==> config.mk <==
export PLATFORM = sky130hd
export DESIGN_NAME = writeback_store_queue
export DESIGN_NICKNAME = d
export VERILOG_FILES = /design/src/rtl/writeback_store_queue.sv
export SDC_FILE = /design/constraint.sdc
export NUM_CORES = 1
export LEC_CHECK = 0
export CAP_MARGIN = 40
export CELL_PAD_IN_SITES_DETAIL_PLACEMENT = 0
export CELL_PAD_IN_SITES_GLOBAL_PLACEMENT = 1
export CORE_ASPECT_RATIO = 1.25
export CORE_MARGIN = 2
export CORE_UTILIZATION = 45
export DETAILED_ROUTE_END_ITERATION = 10
export PLACE_DENSITY = 0.79
export SETUP_SLACK_MARGIN = 0.4
export SLEW_MARGIN = 25
export SYNTH_ARGS = -nofsm -noshare
export SYNTH_HDL_FRONTEND = slang
export SYNTH_SLANG_ARGS = --single-unit
==> constraint.sdc <==
create_clock -name clk -period 6.5 [get_ports clk]
set_input_delay 0.65 -clock clk [delete_from_list [all_inputs] [get_ports clk]]
set_output_delay 0.65 -clock clk [all_outputs]
set_load 0.03 [all_outputs]
==> src/rtl/writeback_store_queue.sv <==
// Write-back stage with an in-order store queue.
// Register results commit one cycle after acceptance; stores are buffered
// and retired to the D-cache by a small drain FSM. The queue contents are
// also searched combinationally to forward store data to younger loads.
module writeback_store_queue #(
  parameter int          DEPTH     = 4,
  parameter int          ADDR_W    = 64,
  parameter int          DATA_W    = 64,
  parameter int          NUM_REGS  = 16,
  parameter logic [12:0] WRITE_TAG = 13'h1000,
  localparam int         RI        = $clog2(NUM_REGS),
  localparam int         CW        = $clog2(DEPTH + 1),
  localparam int         PW        = $clog2(DEPTH)
) (
  input  logic                clk,
  input  logic                reset,
  input  logic                wb_valid,
  input  logic                wb_kill,
  input  logic                wb_is_store,
  input  logic [ADDR_W-1:0]   wb_addr,
  input  logic [DATA_W-1:0]   wb_data,
  input  logic                wb_dest_valid,
  input  logic [RI-1:0]       wb_dest_reg,
  input  logic [DATA_W-1:0]   wb_dest_value,
  output logic                wb_ready,
  output logic                reg_we,
  output logic [RI-1:0]       reg_waddr,
  output logic [DATA_W-1:0]   reg_wdata,
  output logic [NUM_REGS-1:0] inuse_clear,
  output logic                mem_reqcyc,
  output logic [ADDR_W-1:0]   mem_req,
  output logic [DATA_W-1:0]   mem_reqdata,
  output logic [12:0]         mem_reqtag,
  input  logic                mem_reqack,
  input  logic                mem_writeack,
  input  logic [ADDR_W-1:0]   ld_addr,
  output logic                ld_hit,
  output logic [DATA_W-1:0]   ld_data,
  output logic [CW-1:0]       sq_count,
  output logic                sq_empty,
  output logic                sq_full,
  output logic                store_done
);

  typedef enum logic [1:0] {
    S_IDLE = 2'd0,
    S_REQ  = 2'd1,
    S_WAIT = 2'd2
  } state_e;

  state_e              state_q;
  logic [ADDR_W-1:0]   addr_q [DEPTH];
  logic [DATA_W-1:0]   data_q [DEPTH];
  logic [PW-1:0]       head_q;
  logic [PW-1:0]       tail_q;
  logic [CW-1:0]       count_q;
  logic                reg_we_q;
  logic [RI-1:0]       reg_waddr_q;
  logic [DATA_W-1:0]   reg_wdata_q;
  logic [NUM_REGS-1:0] inuse_clear_q;
  logic                mem_reqcyc_q;
  logic                store_done_q;
  logic                accept_s;
  logic                enq_s;
  logic                pop_s;
  logic [PW-1:0]       fwd_idx_s;
  logic                fwd_match_s;

  // Occupancy flags come straight from the pre-edge count, so a full queue
  // never accepts in the same cycle that it pops.
  assign sq_full  = (count_q == CW'(DEPTH));
  assign sq_empty = (count_q == {CW{1'b0}});
  assign sq_count = count_q;
  assign wb_ready = !(wb_is_store && sq_full);
  assign accept_s = wb_valid && !wb_kill && wb_ready;
  assign enq_s    = accept_s && wb_is_store;

  assign reg_we      = reg_we_q;
  assign reg_waddr   = reg_waddr_q;
  assign reg_wdata   = reg_wdata_q;
  assign inuse_clear = inuse_clear_q;
  assign store_done  = store_done_q;

  // Request fields are only meaningful while a request is outstanding;
  // otherwise they read as zero.
  assign mem_reqcyc  = mem_reqcyc_q;
  assign mem_req     = mem_reqcyc_q ? addr_q[head_q] : {ADDR_W{1'b0}};
  assign mem_reqdata = mem_reqcyc_q ? data_q[head_q] : {DATA_W{1'b0}};
  assign mem_reqtag  = mem_reqcyc_q ? WRITE_TAG : 13'h0000;

  // Head retires on writeack, either together with reqack or in WAIT.
  always_comb begin
    pop_s = 1'b0;
    case (state_q)
      S_REQ: begin
        if (mem_reqack && mem_writeack) pop_s = 1'b1;
        else                            pop_s = 1'b0;
      end
      S_WAIT: begin
        if (mem_writeack) pop_s = 1'b1;
        else              pop_s = 1'b0;
      end
      default: pop_s = 1'b0;
    endcase
  end

  // Forwarding search, oldest to youngest so the youngest match wins.
  always_comb begin
    ld_hit      = 1'b0;
    ld_data     = {DATA_W{1'b0}};
    fwd_idx_s   = {PW{1'b0}};
    fwd_match_s = 1'b0;
    for (int i = 0; i < DEPTH; i++) begin
      fwd_idx_s   = head_q + PW'(i);
      fwd_match_s = (CW'(i) < count_q) && (addr_q[fwd_idx_s] == ld_addr);
      ld_hit      = ld_hit | fwd_match_s;
      ld_data     = fwd_match_s ? data_q[fwd_idx_s] : ld_data;
    end
  end

  // Register-file write port and in-use clear, one cycle after acceptance.
  always_ff @(posedge clk) begin
    if (reset) begin
      reg_we_q      <= 1'b0;
      reg_waddr_q   <= {RI{1'b0}};
      reg_wdata_q   <= {DATA_W{1'b0}};
      inuse_clear_q <= {NUM_REGS{1'b0}};
    end else if (accept_s && wb_dest_valid) begin
      reg_we_q      <= 1'b1;
      reg_waddr_q   <= wb_dest_reg;
      reg_wdata_q   <= wb_dest_value;
      inuse_clear_q <= {{(NUM_REGS-1){1'b0}}, 1'b1} << wb_dest_reg;
    end else begin
      reg_we_q      <= 1'b0;
      reg_waddr_q   <= {RI{1'b0}};
      reg_wdata_q   <= {DATA_W{1'b0}};
      inuse_clear_q <= {NUM_REGS{1'b0}};
    end
  end

  // Entry storage; validity is tracked by the pointers and count, not here.
  always_ff @(posedge clk) begin
    if (enq_s) begin
      addr_q[tail_q] <= wb_addr;
      data_q[tail_q] <= wb_data;
    end else begin
      addr_q[tail_q] <= addr_q[tail_q];
      data_q[tail_q] <= data_q[tail_q];
    end
  end

  // Ring pointers and occupancy count; power-of-two depth wraps naturally.
  always_ff @(posedge clk) begin
    if (reset) begin
      head_q  <= {PW{1'b0}};
      tail_q  <= {PW{1'b0}};
      count_q <= {CW{1'b0}};
    end else begin
      if (enq_s) tail_q <= tail_q + PW'(1);
      else       tail_q <= tail_q;
      if (pop_s) head_q <= head_q + PW'(1);
      else       head_q <= head_q;
      case ({enq_s, pop_s})
        2'b10:   count_q <= count_q + CW'(1);
        2'b01:   count_q <= count_q - CW'(1);
        default: count_q <= count_q;
      endcase
    end
  end

  // Drain FSM: issue the head entry to the cache and wait for completion.
  always_ff @(posedge clk) begin
    if (reset) begin
      state_q      <= S_IDLE;
      mem_reqcyc_q <= 1'b0;
      store_done_q <= 1'b0;
    end else begin
      store_done_q <= pop_s;
      case (state_q)
        S_IDLE: begin
          if (!sq_empty) begin
            state_q      <= S_REQ;
            mem_reqcyc_q <= 1'b1;
          end else begin
            state_q      <= S_IDLE;
            mem_reqcyc_q <= 1'b0;
          end
        end
        S_REQ: begin
          if (mem_reqack && mem_writeack) begin
            state_q      <= S_IDLE;
            mem_reqcyc_q <= 1'b0;
          end else if (mem_reqack) begin
            state_q      <= S_WAIT;
            mem_reqcyc_q <= 1'b0;
          end else begin
            state_q      <= S_REQ;
            mem_reqcyc_q <= 1'b1;
          end
        end
        S_WAIT: begin
          mem_reqcyc_q <= 1'b0;
          if (mem_writeack) state_q <= S_IDLE;
          else              state_q <= S_WAIT;
        end
        default: begin
          state_q      <= S_IDLE;
          mem_reqcyc_q <= 1'b0;
        end
      endcase
    end
  end

endmodule
# Word level (Yosys, flattened, before mapping)
# Memories as Yosys holds them, arrays and structs flattened. A register that Yosys moved wholly into a read port is not among the register bits.
# Index checks and enable logic that the tools add are counted.
# Widths: inputs -> output; s select.
# word_totals
ram_bits,512
register_bits,96
output_inout_bits,299
mem_count,2
inputBits,268
wordCells,86
# memory_table
memory,depth,word_bits,read_ports,rd_clocked_by_memory_dff,wr,line,source
addr_q,4,64,4,1,1,52,logic [ADDR_W-1:0] addr_q [DEPTH];
data_q,4,64,4,1,1,53,logic [DATA_W-1:0] data_q [DEPTH];
# classes
reduce_logical,17
n_addsub,6
magnitude_cmp,4
mux,30
n_shift,1
bitwise_logic,6
n_eq_ne,10
# ops
op,count
$mux 64,8
$eq 64x64->1,4
$shl 1x4->16 const A,1
$mux 2,7
$mux 13,1
$logic_and 1x1->1,10
$mux 1,10
$lt 1x3->1 const A,2
$lt 2x3->1 const A,2
$pmux 2 s3,1
$pmux 3 s2,1
$or 1x1->1,5
$add 2x1->2 const B,2
$add 2x2->2 const B,2
$eq 2x1->1 const B,2
$eq 2x2->1 const B,2
$pmux 1 s2,2
$add 3x1->3 const B,1
$eq 3x3->1 const B,1
$logic_not 3->1,1
$sub 3x1->3 const B,1
$logic_not 1->1,2
$logic_not 2->1,1
$reduce_and 2->1,1
4 further kinds,4

# Longest topological paths before layout
# logic_depth
word_depth,8
mapped_depth,17
depth_no_buf,11

# Worst setup path after synthesis
# OpenSTA, ideal clock, no wires.
# synth_path
kind,reg-to-reg
start,"register count_q[0], in the netlist sq_count[0]"
end,"memory addr_q[0][0], enable pin"
synth_period_minus_slack_ns,5.273
path_stages_with_launch,7
required_ns,5.997
arrival_time_ns,4.769
n_path_buf,0
setup_time_ns,0.503
setup_slack_ns,1.227
cell_sequence,dfxtp_1 -> inv_1 -> ha_1 -> and2_1 -> nand2_1 -> and3b_1 -> and3_1
# synth_between
elab_chain_len,8
elab_cells_between_ends,10
cone_classes,1 x eq/ne; 3 x mux; 1 x bitwise; 5 x reduce/logical
# synth_rtl
element,line,source
start: declaration,56,logic [CW-1:0] count_q;
start signal: assignment,157,count_q <= {CW{1'b0}};
start signal: assignment,164,2'b10: count_q <= count_q + CW'(1);
start signal: assignment,165,2'b01: count_q <= count_q - CW'(1);
$eq 3x3->1 (*),71,assign sq_full = (count_q == CW'(DEPTH));
via sq_full,41,"output logic sq_full,"
$logic_and 1x1->1 (*),74,assign wb_ready = !(wb_is_store && sq_full);
$logic_not 1->1 (*),74,
via wb_ready,25,"output logic wb_ready,"
$logic_and 1x1->1 (*),75,assign accept_s = wb_valid && !wb_kill && wb_ready;
$logic_and 1x1->1 (*),76,assign enq_s = accept_s && wb_is_store;
$mux 1 (on tied branches),"143, 147",
$mux 1 (not written as such) or $reduce_and 2->1 (tied branches),-,
$or 1x1->1 (no source line) (*),-,
end: declaration,52,
# Mark *: on every way through the listed nets, which the timed path passes. The rest lies on a longest branch.

# Worst setup path in the final report
# layout_path
start,register head_q[1]
end,output ld_data[52]
# layout_between
elab_chain_len,7
elab_cells_between_ends,14
cone_classes,3 x add/sub; 3 x eq/ne; 3 x mux; 3 x reduce/logical; 2 x memory
# layout_rtl
element,line,source
start: declaration,54,logic [PW-1:0] head_q;
start signal: assignment,155,head_q <= {PW{1'b0}};
start signal: assignment,161,if (pop_s) head_q <= head_q + PW'(1);
start signal: assignment,162,else head_q <= head_q;
$add 2x1->2,114,fwd_idx_s = head_q + PW'(i);
$mem_v2 4x64,-,
$eq 64x64->1,115,fwd_match_s = (CW'(i) < count_q) && (addr_q[fwd_idx_s] == ld_addr);
$logic_and 1x1->1,115,
$mux 64 (2 in series),117,ld_data = fwd_match_s ? data_q[fwd_idx_s] : ld_data;
$mux 64 (*),117,
end: declaration,38,"output logic [DATA_W-1:0] ld_data,"
# Mark *: on every way between the ends. The rest lies on a longest branch, timed or not.

==> results.txt <==
Status - finished, final reports clean
Yosys warning count - 0
Max-cap viol count - 0
GR Overflow Total - 0
Root Buffer - clkbuf_16
Worst EP arrival - 5.42 ns
Placed Cells - 4289
DR iter-0 viols - 3087
Crit-path cells - buf_12, mux4_2, a22oi_1, nand4_1, nor4_1, nand4_1, buf_4, buf_12, nor4_1, a311oi_2, o22ai_1, clkdlybuf4s50_1
PortBufs - 554
Critical path class - reg -> out
Compound-Gate Fraction of Synth Area - 0.0862
DP Wirelength - 96.1 mm
Req. time, crit path - 5.85 ns
Max-slew violation count - 0
Die Width - 263 um
P_leak - 14.8 nW
Commonest non-fill, non-tap cell in the layout - clkdlybuf4s50_1
Combinational power share - 0.101
Simple logic cell fraction of the synthesized area - 0.0930
CP Launch Type - flop
Starting Density - 0.455
Final setup viols - 0
Die height - 327 um
Largest net degree at the start of global routing - 130
Post-synth ARST share - 0
Clk buf depth - 3
Final Hold Viols - 0
Syn Area/Cell - 13.3 um^2
Max Clk Rate - 165 MHz
Clock transition at the registers of the reported paths - 0.06 ns
RSZ-0062 raised after global routing - no
Die footprint - 0.0860 mm^2
Core area - 0.0828 mm^2
Max-slew headroom - 0.429
Reg2reg end - addr_q[1][23]
Cells after Synth - 2832
Share of total power in the clock network - 0.421
Post-synth top flop - edfxtp_1
Internal reg-to-reg setup slack - 3.27 ns
Worst vdd ir - 0.000236 V
Layout Skew - 0.0161 ns
Post-synthesis adder-cell area fraction - 0.00432
Mux cell area share after synthesis - 0.268
Crit Path Max Fanout - 36
CP endpoint kind - output pin
CTS sink cnt - 610
Final #Nets - 3581
Vias per Instance - 6.52
Vias in the first global route - 28660
Num ports - 567
Largest family of logic cells by synthesized area - multiplexers
DR vias - 28996
Synth Cell Area - 0.0377 mm^2
Most frequent cells in the layout - 544 x clkdlybuf4s50_1, 512 x edfxtp_1, 333 x mux4_2
CTS tree - yes
Power Dens Cells - 192 mW/mm^2
Global-route wire length before repair - 199 mm
Seq/Total Area, Yosys - 0.460
NetSw - 2.14 mW
Row count - 118
Internal - 6.89 mW
Setup crit end - ld_data[52]
GPL Wtd Cong - 0.978
Fillers - 6627
Cts bufs inserted - 69
Overall Global Routing Usage - 0.314
Part of the power in registers - 0.478
Switching Share - 0.237
Total Routed Length - 138 mm
H-tree depth - 3
Synth Area in XOR/XNOR - 0.0451
Post-synth EDFFs - 512
Minimum clock period - 6.07 ns
Layout cell share with drive strength beyond 1 - 0.218
Worst slew pin tran - 0.857 ns
Setup TNS - 0 ns
Initial antenna violation count - 13
RR Startpoint - sq_count[0]
Final Cycle Share - 0.934
Synth cell types - 60
Pre-Repair DR Iteration Count - 6
Layout area overhead - 24.6%
Hold Crit Class - reg -> reg
Critical path's largest stage delay - 0.73 ns
Mean routed wirelength per cell - 31.0 um
Clk Latency, worst-skew pair - 0.63 ns
Final Non-Filler Cells - 4445
Reg2reg path depth - 7
DRT antenna net count - 0
Post-synthesis register bit count - 610
Start point of the critical path - head_q[1]
Slowest cell on crit path - clkdlybuf4s50_1
DRC violations left - 0
[worst max-delay path, delay by kind of cell, from the launching register on]
family / cells / cell delay [ns]
AND/OR/NAND/NOR: 4 / 1.32
flip-flops: 1 / 0.63
buffers and inverters: 4 / 1.57
AO/OA/AOI/OAI: 3 / 0.83
multiplexers: 1 / 0.38
[power by group through the flow]
stage / logic, mW / clock network, mW / registers (mW)
detailed placement: 0.892 / 0 / 4.40
floorplan: 0.397 / 0 / 4.41
finish: 0.908 / 3.80 / 4.31
global placement: 0.885 / 0 / 4.39
global route: 0.944 / 4.01 / 4.31
CTS: 0.903 / 3.87 / 4.31
[how the worst min path moves through the flow]
stage,from,end,slack (ns),cells after the start
CTS,tail_q[1],tail_q[1],0.51,2
finish,tail_q[1],tail_q[1],0.50,2
global route,tail_q[1],tail_q[1],0.54,2
detailed placement,tail_q[1],tail_q[1],0.50,2
global placement,tail_q[1],tail_q[1],0.48,2
floorplan,tail_q[1],tail_q[1],0.47,2
[Yosys cell counts, types with 11 or more instances]
| cell | n | area share |
|---|---|---|
| inv_1 | 36 | 0.0036 |
| nor2_1 | 101 | 0.010 |
| buf_1 | 29 | 0.0029 |
| xor2_1 | 16 | 0.0037 |
| edfxtp_1 | 512 | 0.41 |
| o22ai_1 | 82 | 0.014 |
| a311oi_1 | 14 | 0.0033 |
| buf_2 | 47 | 0.0062 |
| dfxtp_1 | 98 | 0.052 |
| mux2i_1 | 157 | 0.042 |
| a221oi_1 | 17 | 0.0040 |
| nor3_1 | 13 | 0.0017 |
| nand4_1 | 41 | 0.0068 |
| nand2_1 | 122 | 0.012 |
| and3_1 | 87 | 0.014 |
| mux2_2 | 87 | 0.026 |
| buf_6 | 22 | 0.0066 |
| mux4_2 | 333 | 0.20 |
| xnor2_1 | 178 | 0.041 |
| a21oi_1 | 85 | 0.011 |
| clkbuf_1 | 158 | 0.016 |
| nor4_1 | 77 | 0.013 |
| and2_1 | 178 | 0.030 |
| o21ai_0 | 135 | 0.018 |
| a22oi_1 | 11 | 0.0022 |
| buf_4 | 31 | 0.0062 |
| a311oi_2 | 50 | 0.020 |
| ha_1 | 13 | 0.0043 |
[layer usage]
layer / wire length (um) / vias up / global-route usage
met5: 101 / - / 0
met4: 6890 / 16 / 0.147
met3: 12900 / 294 / 0.0601
met2: 67900 / 1703 / 0.533
met1: 49900 / 14809 / 0.389
li1: - / 12174 / -
[flip-flops by register name (all words and copies together) (netlist names), 2 cells and up, named ones only]
name and flops:
addr_q 256, data_q 256, sq_count 3, reg_wdata 64
inuse_clear 16, head_q 2, state_q 2, reg_waddr 4
tail_q 2
[cells by family after synthesis]
group | Yosys count
compound gates | 457
xor+xnor | 194
fa+ha+maj | 13
buf+inv | 328
flops | 610
mux | 580
other cells | 1
simple gates | 649
[final cells by class]
type / count / area (um^2) / area share
clock buffer: 89 / 1880 / 0.0400
timing repair buffer: 677 / 6990 / 0.149
antenna: 14 / 35.0 / 0.000746
inverter: 37 / 139 / 0.00296
multi-input combinational: 1905 / 18900 / 0.403
sequential: 610 / 17400 / 0.370
clock inverter: 33 / 297 / 0.00632
tap: 1080 / 1350 / 0.0288
[through the flow]
step	hold WS [ns]	setup slack (ns)	utilization	area, um^2	total power, mW
5_1_grt	0.543	0.399	0.566	46900	9.27
3_5_place_dp	0.498	0.615	0.535	44300	5.29
4_1_cts	0.508	0.389	0.565	46800	9.09
2_1_floorplan	0.469	1.23	-	37700	4.81
3_3_place_gp	0.479	0.125	0.534	44200	5.27
6_report	0.504	0.428	0.567	46900	9.02
[timing repair]
action | in CTS | in global routing
cloned | 1 | 0
gates resized for setup | 15 | 8
pin swaps | 2 | 0
setup endpoints to repair | 60 | 56
buffers inserted | 13 | 5
hold buffers | 0 | 0
Note: power is estimated with default switching activity, not from simulation.
